$ cat src/rtl/mesh_term_tx_pkg.sv
// Shared mesh packet definitions: header layout, field offsets and the
// terminal-position legality check used by generators and checkers alike.
package mesh_term_tx_pkg;

    localparam int unsigned NXT_JUMP_W = 8;
    localparam int unsigned COORD_W    = 4;
    localparam int unsigned MODE_W     = 1;
    localparam int unsigned HDR_W      = NXT_JUMP_W + 2 * COORD_W + MODE_W;

    // Header sits above the payload, next-jump byte at the packet MSB.
    typedef struct packed {
        logic [NXT_JUMP_W-1:0] nxt_jump;
        logic [COORD_W-1:0]    row;
        logic [COORD_W-1:0]    col;
        logic                  mode;
    } pkt_hdr_t;

    function automatic int unsigned payload_w(input int unsigned pakg_size);
        return pakg_size - HDR_W;
    endfunction

    function automatic int unsigned mode_lsb(input int unsigned pakg_size);
        return pakg_size - HDR_W;
    endfunction

    function automatic int unsigned col_lsb(input int unsigned pakg_size);
        return mode_lsb(pakg_size) + MODE_W;
    endfunction

    function automatic int unsigned row_lsb(input int unsigned pakg_size);
        return col_lsb(pakg_size) + COORD_W;
    endfunction

    function automatic int unsigned jump_lsb(input int unsigned pakg_size);
        return row_lsb(pakg_size) + COORD_W;
    endfunction

    // Terminals live on the mesh border ring, excluding the four corners.
    function automatic logic is_terminal(
        input logic [COORD_W-1:0] row,
        input logic [COORD_W-1:0] col,
        input int unsigned        rows,
        input int unsigned        cols
    );
        logic row_edge;
        logic col_edge;
        logic row_in;
        logic col_in;
        row_edge = (32'(row) == 32'd0) || (32'(row) == rows + 32'd1);
        col_edge = (32'(col) == 32'd0) || (32'(col) == cols + 32'd1);
        row_in   = (32'(row) >= 32'd1) && (32'(row) <= rows);
        col_in   = (32'(col) >= 32'd1) && (32'(col) <= cols);
        return (row_edge && col_in) || (col_edge && row_in);
    endfunction

endpackage

$ cat src/rtl/mesh_term_fifo.sv
// First-word-fall-through packet buffer with modulo-depth pointers;
// the head reads as zero while the buffer is empty.
module mesh_term_fifo #(
    parameter int unsigned PAKG_SIZE  = 32,
    parameter int unsigned FIFO_DEPTH = 16
) (
    input  logic                             clk,
    input  logic                             rst_n,
    input  logic                             push,
    input  logic                             pop,
    input  logic [PAKG_SIZE-1:0]             wdata,
    output logic [PAKG_SIZE-1:0]             rdata,
    output logic [$clog2(FIFO_DEPTH+1)-1:0]  count,
    output logic                             empty
);

    localparam int unsigned PTR_W = (FIFO_DEPTH > 1) ? $clog2(FIFO_DEPTH) : 1;
    localparam int unsigned CNT_W = $clog2(FIFO_DEPTH + 1);

    logic [PAKG_SIZE-1:0] mem [FIFO_DEPTH];
    logic [PTR_W-1:0]     wr_ptr;
    logic [PTR_W-1:0]     rd_ptr;
    logic                 do_push;
    logic                 do_pop;

    function automatic logic [PTR_W-1:0] next_ptr(input logic [PTR_W-1:0] p);
        return (p == PTR_W'(FIFO_DEPTH - 1)) ? '0 : p + PTR_W'(1);
    endfunction

    assign empty   = (count == '0);
    assign do_pop  = pop && !empty;
    assign do_push = push && ((count != CNT_W'(FIFO_DEPTH)) || do_pop);
    assign rdata   = empty ? '0 : mem[rd_ptr];

    always_ff @(posedge clk) begin
        if (!rst_n) begin
            wr_ptr <= '0;
            rd_ptr <= '0;
            count  <= '0;
        end else begin
            if (do_push) wr_ptr <= next_ptr(wr_ptr);
            if (do_pop)  rd_ptr <= next_ptr(rd_ptr);
            case ({do_push, do_pop})
                2'b10:   count <= count + CNT_W'(1);
                2'b01:   count <= count - CNT_W'(1);
                default: count <= count;
            endcase
        end
    end

    // Storage needs no reset: pointers and the empty gate hide stale words.
    always_ff @(posedge clk) begin
        if (do_push) mem[wr_ptr] <= wdata;
    end

endmodule

$ cat src/rtl/mesh_term_tx.sv
// Mesh terminal injector: formats producer packets, drops illegal
// destinations with an error pulse, and buffers them toward the router.
module mesh_term_tx
    import mesh_term_tx_pkg::*;
#(
    parameter int unsigned ROWS       = 4,
    parameter int unsigned COLUMNS    = 4,
    parameter int unsigned PAKG_SIZE  = 32,
    parameter int unsigned FIFO_DEPTH = 16
) (
    input  logic                             clk_i,
    input  logic                             rst_i,
    input  logic                             in_valid_i,
    output logic                             in_ready_o,
    input  logic [COORD_W-1:0]               in_row_i,
    input  logic [COORD_W-1:0]               in_col_i,
    input  logic                             in_mode_i,
    input  logic [PAKG_SIZE-HDR_W-1:0]       in_payload_i,
    output logic                             pndng_o,
    output logic [PAKG_SIZE-1:0]             data_out_o,
    input  logic                             popin_i,
    output logic                             err_o,
    output logic [$clog2(FIFO_DEPTH+1)-1:0]  count_o,
    output logic [31:0]                      sent_cnt_o
);

    localparam int unsigned CNT_W = $clog2(FIFO_DEPTH + 1);

    pkt_hdr_t             hdr;
    logic [PAKG_SIZE-1:0] pkt;
    logic                 legal;
    logic                 hs;
    logic                 push;
    logic                 empty;

    always_comb begin
        hdr          = '0;
        hdr.nxt_jump = '0;
        hdr.row      = in_row_i;
        hdr.col      = in_col_i;
        hdr.mode     = in_mode_i;
        pkt          = {hdr, in_payload_i};
    end

    // A pop in the same cycle frees a slot, so a full buffer still accepts.
    assign in_ready_o = rst_i && ((count_o < CNT_W'(FIFO_DEPTH)) || popin_i);
    assign legal      = is_terminal(in_row_i, in_col_i, ROWS, COLUMNS);
    assign hs         = in_valid_i && in_ready_o;
    assign push       = hs && legal;
    assign pndng_o    = !empty;

    always_ff @(posedge clk_i) begin
        if (!rst_i) begin
            err_o      <= 1'b0;
            sent_cnt_o <= '0;
        end else begin
            err_o <= hs && !legal;
            if (popin_i && pndng_o) sent_cnt_o <= sent_cnt_o + 32'd1;
        end
    end

    mesh_term_fifo #(
        .PAKG_SIZE  (PAKG_SIZE),
        .FIFO_DEPTH (FIFO_DEPTH)
    ) u_fifo (
        .clk   (clk_i),
        .rst_n (rst_i),
        .push  (push),
        .pop   (popin_i),
        .wdata (pkt),
        .rdata (data_out_o),
        .count (count_o),
        .empty (empty)
    );

endmodule
$ cat config.mk
export PLATFORM = sky130hd
export DESIGN_NAME = mesh_term_tx
export DESIGN_NICKNAME = d
export VERILOG_FILES = /design/src/rtl/mesh_term_tx_pkg.sv /design/src/rtl/mesh_term_fifo.sv /design/src/rtl/mesh_term_tx.sv
export SDC_FILE = /design/constraint.sdc
export NUM_CORES = 1
export LEC_CHECK = 0
export CAP_MARGIN = 20
export CORE_ASPECT_RATIO = 1.1
export CORE_MARGIN = 1.5
export CORE_UTILIZATION = 57
export CTS_BUF_LIST = sky130_fd_sc_hd__clkbuf_4 sky130_fd_sc_hd__clkbuf_8
export DETAILED_ROUTE_END_ITERATION = 12
export PLACE_DENSITY = 0.73
export SLEW_MARGIN = 10
export SYNTH_ARGS = -nofsm -noshare
export SYNTH_HDL_FRONTEND = slang
export SYNTH_HIERARCHICAL = 1
export SYNTH_SLANG_ARGS = --single-unit
$ cat constraint.sdc
create_clock -name clk_i -period 13.85 [get_ports clk_i]
set_clock_uncertainty 0.2 [all_clocks]
set_input_delay 2.77 -clock clk_i [delete_from_list [all_inputs] [get_ports clk_i]]
set_output_delay 2.77 -clock clk_i [all_outputs]
set_load 0.02 [all_outputs]
==> impl_metrics.json <==
{
  "p_sw_mw": 1.00,
  "powerDensity_nw_per_um2": 151,
  "rsz0062_at_grt": "no",
  "drive_above_1_share_pct": 22.2,
  "ctsResizeCount": 0,
  "grtUsageTotal_pct": 23.7,
  "syn_area_per_cell_um2": 19.8,
  "critPathKind": "input port to output port",
  "antenna_found_initial": 1,
  "clockBufferDepth": 3,
  "clkPwrFrac_pct": 34.8,
  "p_leak_nw": 8.27,
  "finalCritPeriodShare_pct": 61.0,
  "ys_ff_latch": 562,
  "switching_share_pct": 25.4,
  "yosysWarnings": 6,
  "cp.required_ns": 10.88,
  "grt_pass1_wl_mm": 69.4,
  "drt_iter0_markers": 851,
  "setup-tns-final_ns": 0,
  "critPathLaunchType": "input port",
  "cts_tree": "done",
  "async_flop_share_pct": 0,
  "hold_path_startpoint": "sent_cnt_o[31]",
  "max_freq_ghz": 0.118,
  "synth_edf_count": 512,
  "regToRegSetupSlack_ns": 10.32,
  "cpMostUsedCell": "clkdlybuf4s50_1",
  "combPwrFrac_pct": 16.8,
  "nets": 1437,
  "wl_mm": 45.2,
  "grt_pass1_vias": 11934,
  "ioPinCount": 100,
  "yosysTopAreaCell": "edfxtp_1",
  "start_util_pct": 57.9,
  "cts_sinks": 562,
  "htree_num_levels": 3,
  "clock-root-buffer": "clkbuf_8",
  "crit_path_cell_trace": "clkdlybuf4s50_1, inv_1, a21oi_1, clkdlybuf4s50_1",
  "synth_top_area_share_pct": 69.5,
  "syn_inst": 1115,
  "synth-main-ff-cell": "edfxtp_1",
  "avgViaCountPerCell": 5.85,
  "synth_cell_type_count": 62,
  "end_kind": "output port",
  "timing.rr.start": "u_fifo/count[4]",
  "dp_hpwl_mm": 26.1,
  "first_pass_iters": 5,
  "tightest_slew_ns": 1.05,
  "period_needed_ns": 8.45,
  "crit_start": "rst_i",
  "synthTopCellsByArea": "edfxtp_1 69%, mux4_2 13%, dfxtp_1 4.5%, mux2i_1 1.9%, a221o_1 1.4%",
  "final_antenna_net_count": 0,
  "mostFrequentLayoutCell": "edfxtp_1",
  "cap_violations": 0,
  "insertion_delay_ns": 0.62,
  "final_max_slew_viol_count": 0,
  "p_int_mw": 2.94,
  "layout_common_cells": "512 x edfxtp_1, 128 x mux4_2, 128 x conb_1",
  "place_area_um2": 24200,
  "final-hold-violation-count": 0,
  "syn_area_um2": 22100,
  "fp.dieW_um": 191,
  "hold_buffers": 0,
  "worst-path-max-fanout": 29,
  "holdCritPathClass": "flip-flop to flip-flop",
  "outcome": "completed",
  "cp_slowest_cell": "clkdlybuf4s50_1",
  "row_count": 75,
  "ys_seq_area_share_pct": 74.0,
  "clk_pin_slew_ns": 0.07,
  "syn2layout_area_growth_pct": 17.8,
  "grt_max_degree": 67,
  "setup_violations": 0,
  "numPortBuffers": 99,
  "cts_buffers": 87,
  "dieArea_um2": 40000,
  "coreArea_um2": 38200,
  "maxSlewHeadroom_pct": 30.0,
  "final_cell_area_um2": 26100,
  "overflow": 0,
  "ir_worst_vdd_mv": 0.0817,
  "slowest_delay_ns": 1.02,
  "vias": 11521,
  "drc": 0,
  "arrival_ns": 5.48,
  "die_y_um": 210,
  "avgRoutedWirePerCell_um": 23.0,
  "place_congestion": 0.791,
  "p_seq_share_pct": 48.4,
  "cts_setup_buffers": 0
}
critical path: cells and delay by family:
kind,cells,cell delay (ns)
AO/OA/AOI/OAI,1,0.36
buffers and inverters,3,2.33
final timing paths:
kind	to	cells past startpoint
worst max register to register	u_fifo/mem[8][26]	8
worst max-delay path	in_ready_o	4
worst min-delay path	sent_cnt_o[31]	2
worst min register to register	sent_cnt_o[31]	2
per-stage QoR:
step | util (%) | instances | worst slack, ns | hold WS (ns) | power [mW]
after global placement | 63.3 | 1803 | 5.44 | 0.251 | 2.59
after detailed placement | 63.5 | 1806 | 5.42 | 0.284 | 2.60
after floorplan | - | 1242 | 5.67 | 0.267 | 2.35
after global routing | 68.3 | 1968 | 5.23 | 0.324 | 4.10
final | 68.3 | 1968 | 5.40 | 0.298 | 3.94
after CTS | 68.0 | 1963 | 5.44 | 0.298 | 3.97
area by class of cell:
class                           instances  area, um2
Sequential cell                       562      16400
Fill cell                            2493      12100
Multi-Input combinational cell        610       5980
Clock buffer                          120       1470
Timing Repair Buffer                  125       1300
Tap cell                              500        626
Clock inverter                         37        267
Inverter                               13       48.8
Antenna cell                            1       2.50
power groups by stage:
stage	sequential, mW	combinational, mW	clock [mW]
finish	1.91	0.662	1.37
detailed placement	1.95	0.652	0
global placement	1.95	0.645	0
CTS	1.91	0.654	1.40
floorplan	1.91	0.443	0
global route	1.92	0.704	1.48
logic make-up after synthesis:
family / count (synthesis) / share of synthesized area (%)
AOI/OAI and AO/OA: 97 / 3.49
xor gates and xnor gates: 15 / 0.594
adders and majority gates: 10 / 0.600
buffers and inverters: 70 / 1.66
DFF: 562 / 74.0
muxes: 170 / 14.9
other: 1 / 0.0170
and+or+nand+nor: 190 / 4.69
synthesized netlist by cell type, types with 6 or more instances:
cell / instances
a21oi_1: 20
ha_1: 9
buf_6: 6
inv_1: 11
o31ai_1: 9
clkbuf_1: 15
mux2i_1: 42
buf_2: 26
edfxtp_1: 512
nor2_1: 37
nand3_1: 14
nand4_1: 7
xor2_1: 10
buf_4: 7
nand2_1: 35
nor3_1: 36
or4_1: 10
o21ai_0: 11
mux4_2: 128
a221o_1: 32
nand2b_1: 10
dfxtp_1: 50
layer usage:
metal | vias to the layer above | track usage (%) | part of all wire (%)
met4 | 0 | 7.41 | 1.9
met2 | 398 | 38.4 | 49
met3 | 68 | 5.37 | 7.4
met5 | - | 0 | 0
li1 | 5110 | - | -
met1 | 5945 | 32.2 | 42
flip-flops by register name, indices dropped and copies added (netlist names), named ones only:
signal,count
sent_cnt_o,32
u_fifo/wr_ptr,4
err_o,1
u_fifo/mem,512
u_fifo/rd_ptr,4
u_fifo/count,5
(Power assumes the default switching activity.)
==> edit (same flow settings) <==
Add an input register stage for `in_mode_i`, cleared by the reset; this delays it by one clock. The other inputs are not delayed to match.
--- a/src/rtl/mesh_term_tx.sv
+++ b/src/rtl/mesh_term_tx.sv
@@ -28,2 +28,12 @@
 
+    logic in_mode_q;
+
+    always_ff @(posedge clk_i) begin
+        if (!rst_i) begin
+            in_mode_q <= '0;
+        end else begin
+            in_mode_q <= in_mode_i;
+        end
+    end
+
     pkt_hdr_t             hdr;
@@ -40,3 +50,3 @@
         hdr.col      = in_col_i;
-        hdr.mode     = in_mode_i;
+        hdr.mode     = in_mode_q;
         pkt          = {hdr, in_payload_i};
Behaviour: not the same (a bounded check fails within 4 cycles, from zero or initial values and one cycle with rst_i low).
==> edit against the original RTL <==
- fmax grew 1.8%
- synthesized area increased by 0.15%
- power shrank 0.52%
- cell count is the same
- first-iteration DRC count up 10%
- wire length is 1.1% lower
- register-to-register slack worse by 0.41 ns
- cell area down 0.30%
- die area rose by 0.15%
- hold slack worse by 0.027 ns
- worst setup slack gained 0.15 ns
- sequential cell count is 1 higher
- synthesized cell count increased by 0.81%
- largest cell class unchanged
- highest routed layer unchanged
==> edit: results (changes against the original RTL) <==
- Outcome: finished clean (unchanged)
- Pre-CTS setup slack: 5.582 ns (was 5.423 ns)
- Placed Cells: 1816 (was 1806)
- Gr usage total: 23.17% (was 23.66%)
- WP data arrival: 5.33 ns (was 5.48 ns)
- Ant. Diodes: 0 (was 1)
- FF-to-FF path depth: 8 (unchanged)
- Crit-path max FO: 28 (was 29)
- Fillers: 2486 (was 2493)
- Top cells by area, synth: edfxtp_1 (69%), mux4_2 (13%), dfxtp_1 (4.6%), mux2i_1 (2.1%), a221o_1 (1.4%) (was edfxtp_1 (69%), mux4_2 (13%), dfxtp_1 (4.5%), mux2i_1 (1.9%), a221o_1 (1.4%))
- Num CTS Buffers: 88 (was 87)
- Synth cell types: 59 (was 62)
- Leak pwr: 8.228 nW (was 8.270 nW)
- Most common library cells after synthesis: edfxtp_1 (512), mux4_2 (128), dfxtp_1 (51), mux2i_1 (46), nand2_1 (38) (was edfxtp_1 (512), mux4_2 (128), dfxtp_1 (50), mux2i_1 (42), nor2_1 (37))
- Synthesized instance count: 1124 (was 1115)
- Initial antenna violation count: 0 (was 1)
- Sequential-to-total area share from yosys stat: 74.00% (was 74.02%)
- DR iter-0 viols: 939 (was 851)
- Net load switching power: 0.9896 mW (was 1.003 mW)
- Hold Slack: 0.2715 ns (was 0.2982 ns)
- Actual slew at the worst max-slew pin: 1.091 ns (was 1.049 ns)
- Final period util: 59.90% (was 60.98%)
- Vias in the first global route: 11798 (was 11934)
- GPL Wtd Cong: 0.7649 (was 0.7905)
- R2r endpoint: u_fifo/mem[1][24]$_DFFE_PP_ (was u_fifo/mem[8][26]$_DFFE_PP_)
- Placement Cell Area: 24240 um^2 (about the same)
- Pint: 2.934 mW (was 2.941 mW)
- Worst vdd ir: 84.10 uV (was 81.74 uV)
- Detail Placement HPWL: 25610 um (was 26080 um)
- Vias: 11365 (was 11521)
- DR WL/cell: 22.71 um (was 22.96 um)
- Share of layout cells above drive strength 1: 22.48% (was 22.22%)
==> edit: cell count changes after synthesis, moves of 3 or more <==
cell | unedited run | this run
and4_1 | 5 | 2
mux2i_1 | 42 | 46
nand2_1 | 35 | 38
nand4_1 | 7 | 11
nor4_1 | 5 | 10
o311ai_0 | 3 | 0
o41ai_1 | 3 | 0
or2_2 | 0 | 3
==> edit: cell families (layout without fill, tap and decap cells) <==
group / count (synthesis) / after routing / share of synthesized area, %
flip-flops: 563 / 563 / 74.00
AND/OR/NAND/NOR: 200 / 200 / 4.795
multiplexers: 174 / 174 / 15.09
AO/OA/AOI/OAI: 87 / 87 / 3.146
buffers and inverters: 73 / 290 / 1.722
XOR/XNOR: 16 / 16 / 0.6325
adder cells (fa/ha/maj): 10 / 10 / 0.5986
other: 1 / 128 / 0.01693
==> edit: layer usage <==
| metal | wire length [um] | vias to the layer above | global-route usage, % |
|---|---|---|---|
| met5 | 0 | - | 0 |
| met4 | 806 | 0 | 7.602 |
| met3 | 2628 | 67 | 3.645 |
| met2 | 22630 | 363 | 37.96 |
| met1 | 18630 | 5837 | 32.19 |
| li1 | - | 5098 | - |
==> edit: layout make-up <==
class / count / area [um^2] / area share [%]
Sequential cell: 563 / 16400 / 63.11
Multi-Input combinational cell: 615 / 5971 / 22.97
Clock inverter: 28 / 188.9 / 0.7269
Tap cell: 500 / 625.6 / 2.407
Inverter: 15 / 56.30 / 0.2166
Timing Repair Buffer: 123 / 1184 / 4.554
Clock buffer: 124 / 1563 / 6.012
==> edit: critical path, stage by stage <==
cell and delay [ns]:
clkdlybuf4s50_1 1.08, inv_2 0.46, a21oi_1 0.34, clkdlybuf4s50_1 0.66
